**config.mk**
```make
export PLATFORM = sky130hd
export DESIGN_NAME = ysyx_24080006_lsu_queued
export DESIGN_NICKNAME = d
export VERILOG_FILES = /design/src/rtl/ysyx_24080006_pkg.sv /design/src/rtl/ysyx_24080006_lsu_reqq.sv /design/src/rtl/ysyx_24080006_lsu_queued.sv
export SDC_FILE = /design/constraint.sdc
export NUM_CORES = 1
export LEC_CHECK = 0
export ABC_CLOCK_PERIOD_IN_PS = 5230
export CAP_MARGIN = 20
export CORE_ASPECT_RATIO = 1.4
export CORE_MARGIN = 2
export CORE_UTILIZATION = 64
export DETAILED_ROUTE_END_ITERATION = 8
export DONT_BUFFER_PORTS = 1
export PLACE_DENSITY = 0.81
export SYNTH_ARGS = -nofsm -noshare
export SYNTH_HDL_FRONTEND = slang
export SYNTH_SLANG_ARGS = --single-unit
export TNS_END_PERCENT = 10
```
**constraint.sdc**
```tcl
create_clock -name clock -period 5.23 [get_ports clock]
set_clock_uncertainty 0.1 [all_clocks]
set_input_delay 0.523 -clock clock [delete_from_list [all_inputs] [get_ports clock]]
set_output_delay 0.523 -clock clock [all_outputs]
set_load 0.01 [all_outputs]
```
**src/rtl/ysyx_24080006_pkg.sv**
```systemverilog
// Shared types for the queued LSU: FSM states, AXI channel bundles, response codes
// and the byte-lane helpers used by both the issue and the read-return paths.
package ysyx_24080006_pkg;

    localparam int AXI_ADDR_W = 32;

    localparam logic [1:0] AXI_RESP_OKAY   = 2'b00;
    localparam logic [1:0] AXI_RESP_EXOKAY = 2'b01;
    localparam logic [1:0] AXI_RESP_SLVERR = 2'b10;
    localparam logic [1:0] AXI_RESP_DECERR = 2'b11;

    localparam logic [1:0] SIZE_B = 2'd0;
    localparam logic [1:0] SIZE_H = 2'd1;
    localparam logic [1:0] SIZE_W = 2'd2;

    typedef enum logic [1:0] {
        ST_IDLE  = 2'd0,
        ST_ISSUE = 2'd1,
        ST_WAIT  = 2'd2,
        ST_RSP   = 2'd3
    } lsu_state_e;

    typedef struct packed {
        logic                  awvalid;
        logic [AXI_ADDR_W-1:0] awaddr;
        logic [7:0]            awlen;
        logic [2:0]            awsize;
        logic [1:0]            awburst;
        logic                  wvalid;
        logic [31:0]           wdata;
        logic [3:0]            wstrb;
        logic                  wlast;
        logic                  bready;
    } axi_w_m2s_t;

    typedef struct packed {
        logic       awready;
        logic       wready;
        logic       bvalid;
        logic [1:0] bresp;
    } axi_w_s2m_t;

    typedef struct packed {
        logic                  arvalid;
        logic [AXI_ADDR_W-1:0] araddr;
        logic [7:0]            arlen;
        logic [2:0]            arsize;
        logic [1:0]            arburst;
        logic                  rready;
    } axi_r_m2s_t;

    typedef struct packed {
        logic        arready;
        logic        rvalid;
        logic [31:0] rdata;
        logic [1:0]  rresp;
    } axi_r_s2m_t;

    // Unshifted byte-enable pattern for an access size; size 3 is treated as a word.
    function automatic logic [3:0] size_strobe(input logic [1:0] size);
        logic [3:0] strb;
        case (size)
            SIZE_B:  strb = 4'b0001;
            SIZE_H:  strb = 4'b0011;
            default: strb = 4'b1111;
        endcase
        return strb;
    endfunction

    function automatic logic is_misaligned(input logic [1:0] size, input logic [1:0] off);
        return ((size == SIZE_H) && (off == 2'd3)) || (size[1] && (off != 2'd0));
    endfunction

    // zext=1 selects zero extension, zext=0 sign extension.
    function automatic logic [31:0] load_extend(input logic [31:0] raw, input logic [1:0] size,
                                                input logic zext);
        logic [31:0] res;
        case (size)
            SIZE_B:  res = zext ? {24'h0, raw[7:0]}  : {{24{raw[7]}}, raw[7:0]};
            SIZE_H:  res = zext ? {16'h0, raw[15:0]} : {{16{raw[15]}}, raw[15:0]};
            default: res = raw;
        endcase
        return res;
    endfunction

endpackage

```
**src/rtl/ysyx_24080006_lsu_reqq.sv**
```systemverilog
// Request FIFO for the LSU: DEPTH entries of WIDTH bits, registered full/empty,
// no bypass path (an entry is visible at the head the cycle after it is pushed).
module ysyx_24080006_lsu_reqq #(
    parameter int DEPTH = 2,
    parameter int WIDTH = 8
) (
    input  logic             clock,
    input  logic             reset,
    input  logic             push,
    input  logic [WIDTH-1:0] push_data,
    input  logic             pop,
    output logic [WIDTH-1:0] pop_data,
    output logic             full,
    output logic             empty
);

    localparam int PTR_W = (DEPTH > 1) ? $clog2(DEPTH) : 1;
    localparam int CNT_W = $clog2(DEPTH + 1);

    logic [WIDTH-1:0] mem_q [DEPTH];
    logic [WIDTH-1:0] mem_d [DEPTH];
    logic [PTR_W-1:0] wr_ptr_q, wr_ptr_d;
    logic [PTR_W-1:0] rd_ptr_q, rd_ptr_d;
    logic [CNT_W-1:0] count_q, count_d;
    logic             do_push, do_pop;

    // DEPTH is a power of two, so the natural pointer overflow is the modulo wrap.
    function automatic logic [PTR_W-1:0] ptr_inc(input logic [PTR_W-1:0] p);
        logic [PTR_W-1:0] n;
        if (DEPTH == 1) n = '0;
        else            n = p + PTR_W'(1);
        return n;
    endfunction

    assign full     = (count_q == CNT_W'(DEPTH));
    assign empty    = (count_q == '0);
    assign do_push  = push && !full;
    assign do_pop   = pop && !empty;
    assign pop_data = mem_q[rd_ptr_q];

    always_comb begin
        mem_d    = mem_q;
        wr_ptr_d = wr_ptr_q;
        rd_ptr_d = rd_ptr_q;
        count_d  = count_q;
        if (do_push) begin
            mem_d[wr_ptr_q] = push_data;
            wr_ptr_d        = ptr_inc(wr_ptr_q);
        end
        if (do_pop) begin
            rd_ptr_d = ptr_inc(rd_ptr_q);
        end
        case ({do_push, do_pop})
            2'b10:   count_d = count_q + CNT_W'(1);
            2'b01:   count_d = count_q - CNT_W'(1);
            default: count_d = count_q;
        endcase
    end

    always_ff @(posedge clock or negedge reset) begin
        if (!reset) begin
            wr_ptr_q <= '0;
            rd_ptr_q <= '0;
            count_q  <= '0;
        end else begin
            wr_ptr_q <= wr_ptr_d;
            rd_ptr_q <= rd_ptr_d;
            count_q  <= count_d;
        end
    end

    always_ff @(posedge clock) begin
        mem_q <= mem_d;
    end

endmodule

```
**src/rtl/ysyx_24080006_lsu_queued.sv**
```systemverilog
// Queued load/store unit: buffers requests, issues one AXI transaction at a time and
// returns responses in order. Define YSYX_24080006_LSU_MISALIGN_EN to split misaligned accesses.
module ysyx_24080006_lsu_queued
    import ysyx_24080006_pkg::*;
#(
    parameter int REQ_DEPTH = 2,
    parameter int ADDR_W    = 32
) (
    input  logic              clock,
    input  logic              reset,
    input  logic              req_valid,
    output logic              req_ready,
    input  logic [ADDR_W-1:0] req_addr,
    input  logic [1:0]        req_size,
    input  logic              req_sext,
    input  logic              req_write,
    input  logic [31:0]       req_wdata,
    output logic              rsp_valid,
    input  logic              rsp_ready,
    output logic [31:0]       rsp_rdata,
    output logic              rsp_err,
    output logic              rsp_misalign,
    output axi_w_m2s_t        lsu_w_m2s,
    input  axi_w_s2m_t        lsu_w_s2m,
    output axi_r_m2s_t        lsu_r_m2s,
    input  axi_r_s2m_t        lsu_r_s2m
);

`ifdef YSYX_24080006_LSU_MISALIGN_EN
    localparam bit MISALIGN_EN = 1'b1;
`else
    localparam bit MISALIGN_EN = 1'b0;
`endif

    typedef struct packed {
        logic [ADDR_W-1:0] addr;
        logic [1:0]        size;
        logic              sext;
        logic              write;
        logic [31:0]       wdata;
    } req_t;

    localparam int ENTRY_W = $bits(req_t);

    logic               q_full, q_empty, q_push, q_pop;
    logic [ENTRY_W-1:0] q_head_raw;
    req_t               q_head, q_in;

    lsu_state_e  state_q, state_d;
    req_t        cur_q, cur_d;
    logic        beat_q, beat_d;
    logic        aw_done_q, aw_done_d;
    logic        w_done_q, w_done_d;
    logic [31:0] r1_q, r1_d;
    logic [31:0] rsp_rdata_q, rsp_rdata_d;
    logic        rsp_err_q, rsp_err_d;
    logic        rsp_misalign_q, rsp_misalign_d;

    assign q_in      = '{addr: req_addr, size: req_size, sext: req_sext,
                         write: req_write, wdata: req_wdata};
    assign q_push    = req_valid && !q_full;
    assign req_ready = !q_full;
    assign q_head    = q_head_raw;

    ysyx_24080006_lsu_reqq #(
        .DEPTH(REQ_DEPTH),
        .WIDTH(ENTRY_W)
    ) u_reqq (
        .clock    (clock),
        .reset    (reset),
        .push     (q_push),
        .push_data(q_in),
        .pop      (q_pop),
        .pop_data (q_head_raw),
        .full     (q_full),
        .empty    (q_empty)
    );

    logic [1:0]            cur_off;
    logic                  cur_split;
    logic [4:0]            sh_lo, sh_hi;
    logic [7:0]            mask8;
    logic [AXI_ADDR_W-1:0] cur_addr, word_base;
    logic [AXI_ADDR_W-1:0] beat_addr;
    logic [2:0]            beat_size;
    logic [3:0]            beat_strb;
    logic [31:0]           beat_wdata;
    logic [31:0]           rd_raw;

    // sh_hi = 32 - 8*off (mod 32), i.e. the shift that brings the upper beat's low bytes into place.
    assign cur_off   = cur_q.addr[1:0];
    assign cur_split = MISALIGN_EN && is_misaligned(cur_q.size, cur_off);
    assign sh_lo     = {cur_off, 3'b000};
    assign sh_hi     = 5'd0 - sh_lo;
    assign mask8     = {4'b0000, size_strobe(cur_q.size)} << cur_off;
    assign cur_addr  = AXI_ADDR_W'(cur_q.addr);
    assign word_base = {cur_addr[AXI_ADDR_W-1:2], 2'b00};

    always_comb begin
        beat_addr  = cur_addr;
        beat_size  = {1'b0, (cur_q.size == 2'd3) ? SIZE_W : cur_q.size};
        beat_strb  = mask8[3:0];
        beat_wdata = cur_q.wdata << sh_lo;
        if (cur_split) begin
            beat_size = {1'b0, SIZE_W};
            beat_addr = word_base;
            if (beat_q) begin
                beat_addr  = word_base + AXI_ADDR_W'(4);
                beat_strb  = mask8[7:4];
                beat_wdata = cur_q.wdata >> sh_hi;
            end
        end
    end

    assign rd_raw = cur_split ? ((r1_q >> sh_lo) | (lsu_r_s2m.rdata << sh_hi))
                              : (lsu_r_s2m.rdata >> sh_lo);

    always_comb begin
        lsu_r_m2s         = '0;
        lsu_r_m2s.arvalid = (state_q == ST_ISSUE) && !cur_q.write;
        lsu_r_m2s.araddr  = beat_addr;
        lsu_r_m2s.arlen   = 8'd0;
        lsu_r_m2s.arsize  = beat_size;
        lsu_r_m2s.arburst = 2'b01;
        lsu_r_m2s.rready  = (state_q == ST_WAIT) && !cur_q.write;

        lsu_w_m2s         = '0;
        lsu_w_m2s.awvalid = (state_q == ST_ISSUE) && cur_q.write && !aw_done_q;
        lsu_w_m2s.awaddr  = beat_addr;
        lsu_w_m2s.awlen   = 8'd0;
        lsu_w_m2s.awsize  = beat_size;
        lsu_w_m2s.awburst = 2'b01;
        lsu_w_m2s.wvalid  = (state_q == ST_ISSUE) && cur_q.write && !w_done_q;
        lsu_w_m2s.wdata   = beat_wdata;
        lsu_w_m2s.wstrb   = lsu_w_m2s.wvalid ? beat_strb : 4'b0000;
        lsu_w_m2s.wlast   = 1'b1;
        lsu_w_m2s.bready  = (state_q == ST_WAIT) && cur_q.write;
    end

    always_comb begin
        state_d        = state_q;
        cur_d          = cur_q;
        beat_d         = beat_q;
        aw_done_d      = aw_done_q;
        w_done_d       = w_done_q;
        r1_d           = r1_q;
        rsp_rdata_d    = rsp_rdata_q;
        rsp_err_d      = rsp_err_q;
        rsp_misalign_d = rsp_misalign_q;
        q_pop          = 1'b0;

        case (state_q)
            ST_IDLE: begin
                if (!q_empty) begin
                    q_pop     = 1'b1;
                    cur_d     = q_head;
                    beat_d    = 1'b0;
                    aw_done_d = 1'b0;
                    w_done_d  = 1'b0;
                    // Without splitting support a misaligned access never reaches the bus.
                    if (!MISALIGN_EN && is_misaligned(q_head.size, q_head.addr[1:0])) begin
                        state_d        = ST_RSP;
                        rsp_rdata_d    = 32'h0;
                        rsp_err_d      = 1'b0;
                        rsp_misalign_d = 1'b1;
                    end else begin
                        state_d = ST_ISSUE;
                    end
                end
            end
            ST_ISSUE: begin
                if (cur_q.write) begin
                    aw_done_d = aw_done_q || (lsu_w_m2s.awvalid && lsu_w_s2m.awready);
                    w_done_d  = w_done_q || (lsu_w_m2s.wvalid && lsu_w_s2m.wready);
                    if (aw_done_d && w_done_d) begin
                        state_d   = ST_WAIT;
                        aw_done_d = 1'b0;
                        w_done_d  = 1'b0;
                    end
                end else if (lsu_r_s2m.arready) begin
                    state_d = ST_WAIT;
                end
            end
            ST_WAIT: begin
                if (!cur_q.write && lsu_r_s2m.rvalid) begin
                    if (lsu_r_s2m.rresp != AXI_RESP_OKAY) begin
                        state_d        = ST_RSP;
                        rsp_rdata_d    = 32'h0;
                        rsp_err_d      = 1'b1;
                        rsp_misalign_d = 1'b0;
                    end else if (cur_split && !beat_q) begin
                        r1_d    = lsu_r_s2m.rdata;
                        beat_d  = 1'b1;
                        state_d = ST_ISSUE;
                    end else begin
                        state_d        = ST_RSP;
                        rsp_rdata_d    = load_extend(rd_raw, cur_q.size, cur_q.sext);
                        rsp_err_d      = 1'b0;
                        rsp_misalign_d = 1'b0;
                    end
                end else if (cur_q.write && lsu_w_s2m.bvalid) begin
                    if (lsu_w_s2m.bresp != AXI_RESP_OKAY) begin
                        state_d        = ST_RSP;
                        rsp_rdata_d    = 32'h0;
                        rsp_err_d      = 1'b1;
                        rsp_misalign_d = 1'b0;
                    end else if (cur_split && !beat_q) begin
                        beat_d  = 1'b1;
                        state_d = ST_ISSUE;
                    end else begin
                        state_d        = ST_RSP;
                        rsp_rdata_d    = 32'h0;
                        rsp_err_d      = 1'b0;
                        rsp_misalign_d = 1'b0;
                    end
                end
            end
            ST_RSP: begin
                if (rsp_ready) state_d = ST_IDLE;
            end
            default: state_d = ST_IDLE;
        endcase
    end

    always_ff @(posedge clock or negedge reset) begin
        if (!reset) begin
            state_q        <= ST_IDLE;
            cur_q          <= '0;
            beat_q         <= 1'b0;
            aw_done_q      <= 1'b0;
            w_done_q       <= 1'b0;
            r1_q           <= 32'h0;
            rsp_rdata_q    <= 32'h0;
            rsp_err_q      <= 1'b0;
            rsp_misalign_q <= 1'b0;
        end else begin
            state_q        <= state_d;
            cur_q          <= cur_d;
            beat_q         <= beat_d;
            aw_done_q      <= aw_done_d;
            w_done_q       <= w_done_d;
            r1_q           <= r1_d;
            rsp_rdata_q    <= rsp_rdata_d;
            rsp_err_q      <= rsp_err_d;
            rsp_misalign_q <= rsp_misalign_d;
        end
    end

    assign rsp_valid    = (state_q == ST_RSP);
    assign rsp_rdata    = rsp_rdata_q;
    assign rsp_err      = rsp_err_q;
    assign rsp_misalign = rsp_misalign_q;

endmodule

```
Word-level counts from Yosys, hierarchy flattened
Index checks and enable logic that the tools add are counted.

Flip-flop bits (word level): 246. Input port bits: 113. Output and inout port bits: 168. Word-level logic and storage cells: 133.

Add/subtract/negate cells: 4. $lt $le $gt $ge: 3. Equality and inequality tests: 17. Shift operators: 3. Muxes and demuxes: 49. Bitwise operators: 3. Reduce and logical (&&, ||, !) cells: 38.

Operators by type and width (number): $mux W68 (4); $mux W32 (7); $bwmux W136 (1); $pmux W32 S2 (2); $demux W68 S1 (1); $shl A32 B5 Y32 (1); $shr A32 B5 Y32 (1); $mux W2 (9); $logic_and A1 B1 Y1 (17); $mux W1 (17); $eq A2 B2 Y1 const B (6); $reduce_bool A2 Y1 (6); $eq A2 B1 Y1 const B (4); $pmux W1 S2 (4); $pmux W2 S4 (1); $pmux W4 S2 (1); $logic_not A2 Y1 (3); $ne A2 B2 Y1 const B (3); $logic_not A1 Y1 (5); $reduce_and A5 Y1 (1); $ge A2 B2 Y1 const B (2); $mux W4 (1); $not A1 Y2 (2); $pmux W2 S2 (1); other kinds (14) (17).

Depth between registers and ports, before layout
Depth after elaboration: 10. Mapped depth: 11.

Modules after synthesis
Synthesis repeated with hierarchy kept, for this count alone.

Cells, all modules: 791. Area, all modules: 11215.8 sq um.

Modules (own cells, without submodules): ysyx_24080006_lsu_queued (times used 1, cells each 561, area an instance 6072.1 sq um, sequential area each 2652.5 sq um); ysyx_24080006_lsu_reqq (times used 1, cells each 230, area an instance 5143.7 sq um, sequential area each 4184.0 sq um).

Least setup slack after synthesis
Ideal clock, no wire load.

Kind: register to register. From: register u_reqq.count_q[0]. To: register u_reqq.mem_q[100] (netlist bit), enable pin. Arrival: 3.574 ns. Required time: 4.636 ns. Setup slack: 1.062 ns. Stages on the path, launching flop included: 4. Period minus slack after synthesis: 4.168 ns. Cells stage by stage: dfrtp_1 -> nand2b_1 -> nand2_1 -> nor2_1.

Word-level cells in the longest chain between the ends: 4.

RTL lines: start, declared (line ysyx_24080006_lsu_reqq.sv:24) `logic [CNT_W-1:0] count_q, count_d;`; start signal, assigned (line ysyx_24080006_lsu_reqq.sv:68) `count_q <= count_d;`; $eq A2 B2 Y1 * (line ysyx_24080006_lsu_reqq.sv:35) `assign full = (count_q == CNT_W'(DEPTH));`; $logic_not A1 Y1 *; via req_ready (line ysyx_24080006_lsu_queued.sv:12) `output logic req_ready,`; $logic_and A1 B1 Y1 (line ysyx_24080006_lsu_queued.sv:61) `assign q_push = req_valid && !q_full;`; $logic_and A1 B1 Y1 * (line ysyx_24080006_lsu_reqq.sv:37) `assign do_push = push && !full;`; end signal, assigned (line ysyx_24080006_lsu_reqq.sv:73) `mem_q <= mem_d;`; end, declared (line ysyx_24080006_lsu_reqq.sv:20) `logic [WIDTH-1:0] mem_q [DEPTH];`.

The timed path passes the listed nets; every way through them passes the cells marked *. A chain may end at the register's enable or synchronous reset.

==> impl_metrics.yaml <==
job:
  max_cap_viols: 0
placement:
  dpl.hpwl_um: 16100
  routabilityCongestion: 0.994
  io_buffer_count: 0
  dp_worst_setup_slack_ps: 2540
power_and_ir_drop:
  cellPowerDensity_mw_per_mm2: 619
  cellLeakagePower_nw: 4.88
  irDropWorstVdd_mv: 0.415
global_routing:
  globalRouteMet3Util_pct: 9.02
  grt_start_max_net_pins: 111
  global_route.peak_usage_layer: "met2"
  grt_overflow_total: 0
  grt_antenna_before_repair: 3
  grt_use_met2_pct: 43.5
  grtUsageMet1_pct: 30.0
  grt_pass1_vias: 6507
  grt_pass1_wl_um: 36600
  total_routing_usage_reported_by_global_routing_pct: 26.1
sta:
  final.min_clock_period_ps: 3250
  hold_violations: 0
  crit_share_post_route_pct: 62.1
  relSlewSlack_pct: 32.3
  final_setup_fails: 0
  minimum_setup_slack_in_the_final_design_ps: 1980
  achievable-frequency_mhz: 308
  fin_hold_ws_ps: 13.8
  drv_slew: 0
  grt_setup_unrepaired: "false"
  timing.setup.tns_ps: 0
  worst_slew_pin_slew_ps: 1010
cts:
  clkSlewWorstSetupHoldPaths_ps: 70
  cts_tree: "built"
  post_cts_buffers: 0
  cts_made_buffers: 23
  clk-insertion-delay-late_ps: 510
  tritoncts_num_sinks: 246
  h-tree-depth: 1
  ctsResizeCount: 0
  cts.hold.buffers_added: 42
  clockBufferDepth: 3
  clk_root_buffer_cell: "clkbuf_16"
synth:
  fraction_of_post_synthesis_cell_area_in_the_top_cell_type_by_area_pct: 36.9
  synth_seq_area_share_pct: 61.8
  post_synth_main_area_contributors: "edfxtp_1, dfrtp_1, mux2i_1, buf_4, o21ai_0"
  parity_gate_share_of_the_synthesized_area_counting_xor_and_xnor_cells_pct: 0.475
  synth.mux.area_fraction_pct: 13.0
  post_synthesis_share_of_cell_area_spent_on_and_or_nand_and_nor_gates_pct: 7.08
  yosysUniqueCellTypes: 46
  adder_and_majority_cell_fraction_of_the_synthesized_area_pct: 0.679
  avgSynthCellArea_um2: 12.6
  post_synthesis_compound_gate_area_fraction_pct: 8.54
  post_synthesis_register_bit_count: 246
  main_combinational_cell_family_by_area_after_synthesis: "multiplexers"
  synth_enable_flop_cells: 136
  synth_warn: 0
  synth_largest_area_cell: "edfxtp_1"
  ys_async_sr_fraction_pct: 44.7
  main_synth_ff_type: "edfxtp_1"
  summed_instance_area_of_the_synthesized_netlist_mm2: 0.0111
  synthCells: 881
die:
  floorplan.initialDensity_pct: 65.8
  ioPinCount: 281
  die_boundary_width_um: 115
  dieArea_mm2: 0.0184
  fp.dieH_um: 160
  design.core.area_mm2: 0.0168
  fp-row-count: 56
finish:
  layout.cells.most_common: "edfxtp_1"
  final_core_util_pct: 70.6
  areaGrowthSynthToFinish_pct: 7.36
  layout.cells.most_common_list: "edfxtp_1, dfrtp_1, mux2i_1"
  final_layout_size_suffix_gt1_share_pct: 10.1
  design.final.nets: 955
detailed_routing:
  ant_nets: 0
  drt-vias-per-instance: 6.10
  dr_total_vias: 6457
  router_iterations_before_antenna_repair: 5
  wire_per_inst_um: 23.0
  drt_wl_total_um: 24300
  remaining_drc_errors: 0
  initialDrtViolationCount: 583
setup_path:
  setup.worst_path.end_class: "primary output"
  critPathArrivalTime_ps: 2620
  crit_path_max_fanout: 42
  required_ps: 4610
  path_class: "reg2out"
  critical_path.startpoint_type: "flop"
outcome:
  outcome: "finished, final reports clean"
min_path:
  worstHoldPathType: "in2reg"
[registers in the layout, indices dropped and copies added (netlist names)]
register,cells
aw_done_q,1
cur_q,36
state_q,2
beat_addr,32
u_reqq.mem_q,136
u_reqq.count_q,2
w_done_q,1
rsp_err,1
rsp_misalign,1
u_reqq.rd_ptr_q,1
rsp_rdata,32
u_reqq.wr_ptr_q,1
[worst paths after layout]
path	startpoint	to	slack, ps	depth (start not counted)
hold reg to reg	cur_q[31]	cur_q[31]	380	2
hold / removal	req_wdata[1]	u_reqq.mem_q[1]	10	0
min in group asynchronous	reset	rsp_rdata[13]	480	2
max in group asynchronous	reset	beat_addr[16]	4040	2
setup reg to reg	beat_addr[1]	rsp_rdata[10]	2300	6
setup / recovery	beat_addr[0]	lsu_w_m2s[23]	1980	3
[cell families after synthesis]
family / count (synthesis)
AND/OR/NAND/NOR: 171
buffers and inverters: 150
AO/OA/AOI/OAI: 161
multiplexers: 139
other: 2
adder cells (fa/ha/maj): 6
XOR/XNOR: 6
flip-flops: 246
[Yosys cell counts (3+ instances only)]
| master | instances |
|---|---|
| a211oi_1 | 32 |
| a21o_1 | 3 |
| a21oi_1 | 18 |
| and2_1 | 14 |
| buf_1 | 7 |
| buf_2 | 18 |
| buf_4 | 91 |
| clkbuf_1 | 24 |
| dfrtp_1 | 110 |
| edfxtp_1 | 136 |
| ha_1 | 6 |
| inv_1 | 10 |
| mux2_1 | 4 |
| mux2_2 | 29 |
| mux2i_1 | 105 |
| nand2_1 | 91 |
| nand2b_1 | 4 |
| nor2_1 | 29 |
| nor2b_1 | 18 |
| nor3_1 | 3 |
| o21ai_0 | 95 |
| xnor2_1 | 4 |
[per-layer routing]
metal,wire length (µm),share of wire [%]
met5,0,0
met3,2680,11
met4,1340,5.5
met1,8600,35
met2,11700,48
[stage by stage]
stage,area (µm²),total power (W),cells
floorplan,11100,0.00529,902
global placement,10600,0.00540,970
global route,11900,0.00775,1059
finish,11900,0.00735,1059
CTS,11800,0.00733,1054
detailed placement,10600,0.00552,970
[worst max-delay path: stages, from the launching register on]
cell and delay (ps):
dfrtp_2 960, nor2b_1 740, nand2_1 110, o21ai_0 280
[power by group]
group	switching [W]	internal (W)
Sequential	0.000662	0.00267
Clock	0.000701	0.00106
Combinational	0.00143	0.000826
[cell type report]
class | count | area (µm²)
Antenna cell | 3 | 7.51
Clock buffer | 29 | 629
Clock inverter | 13 | 186
Fill cell | 1128 | 4940
Inverter | 10 | 37.5
Multi-Input combinational cell | 506 | 3420
Sequential cell | 246 | 6840
Tap cell | 203 | 254
Timing Repair Buffer | 49 | 505
(Power assumes the default switching activity.)
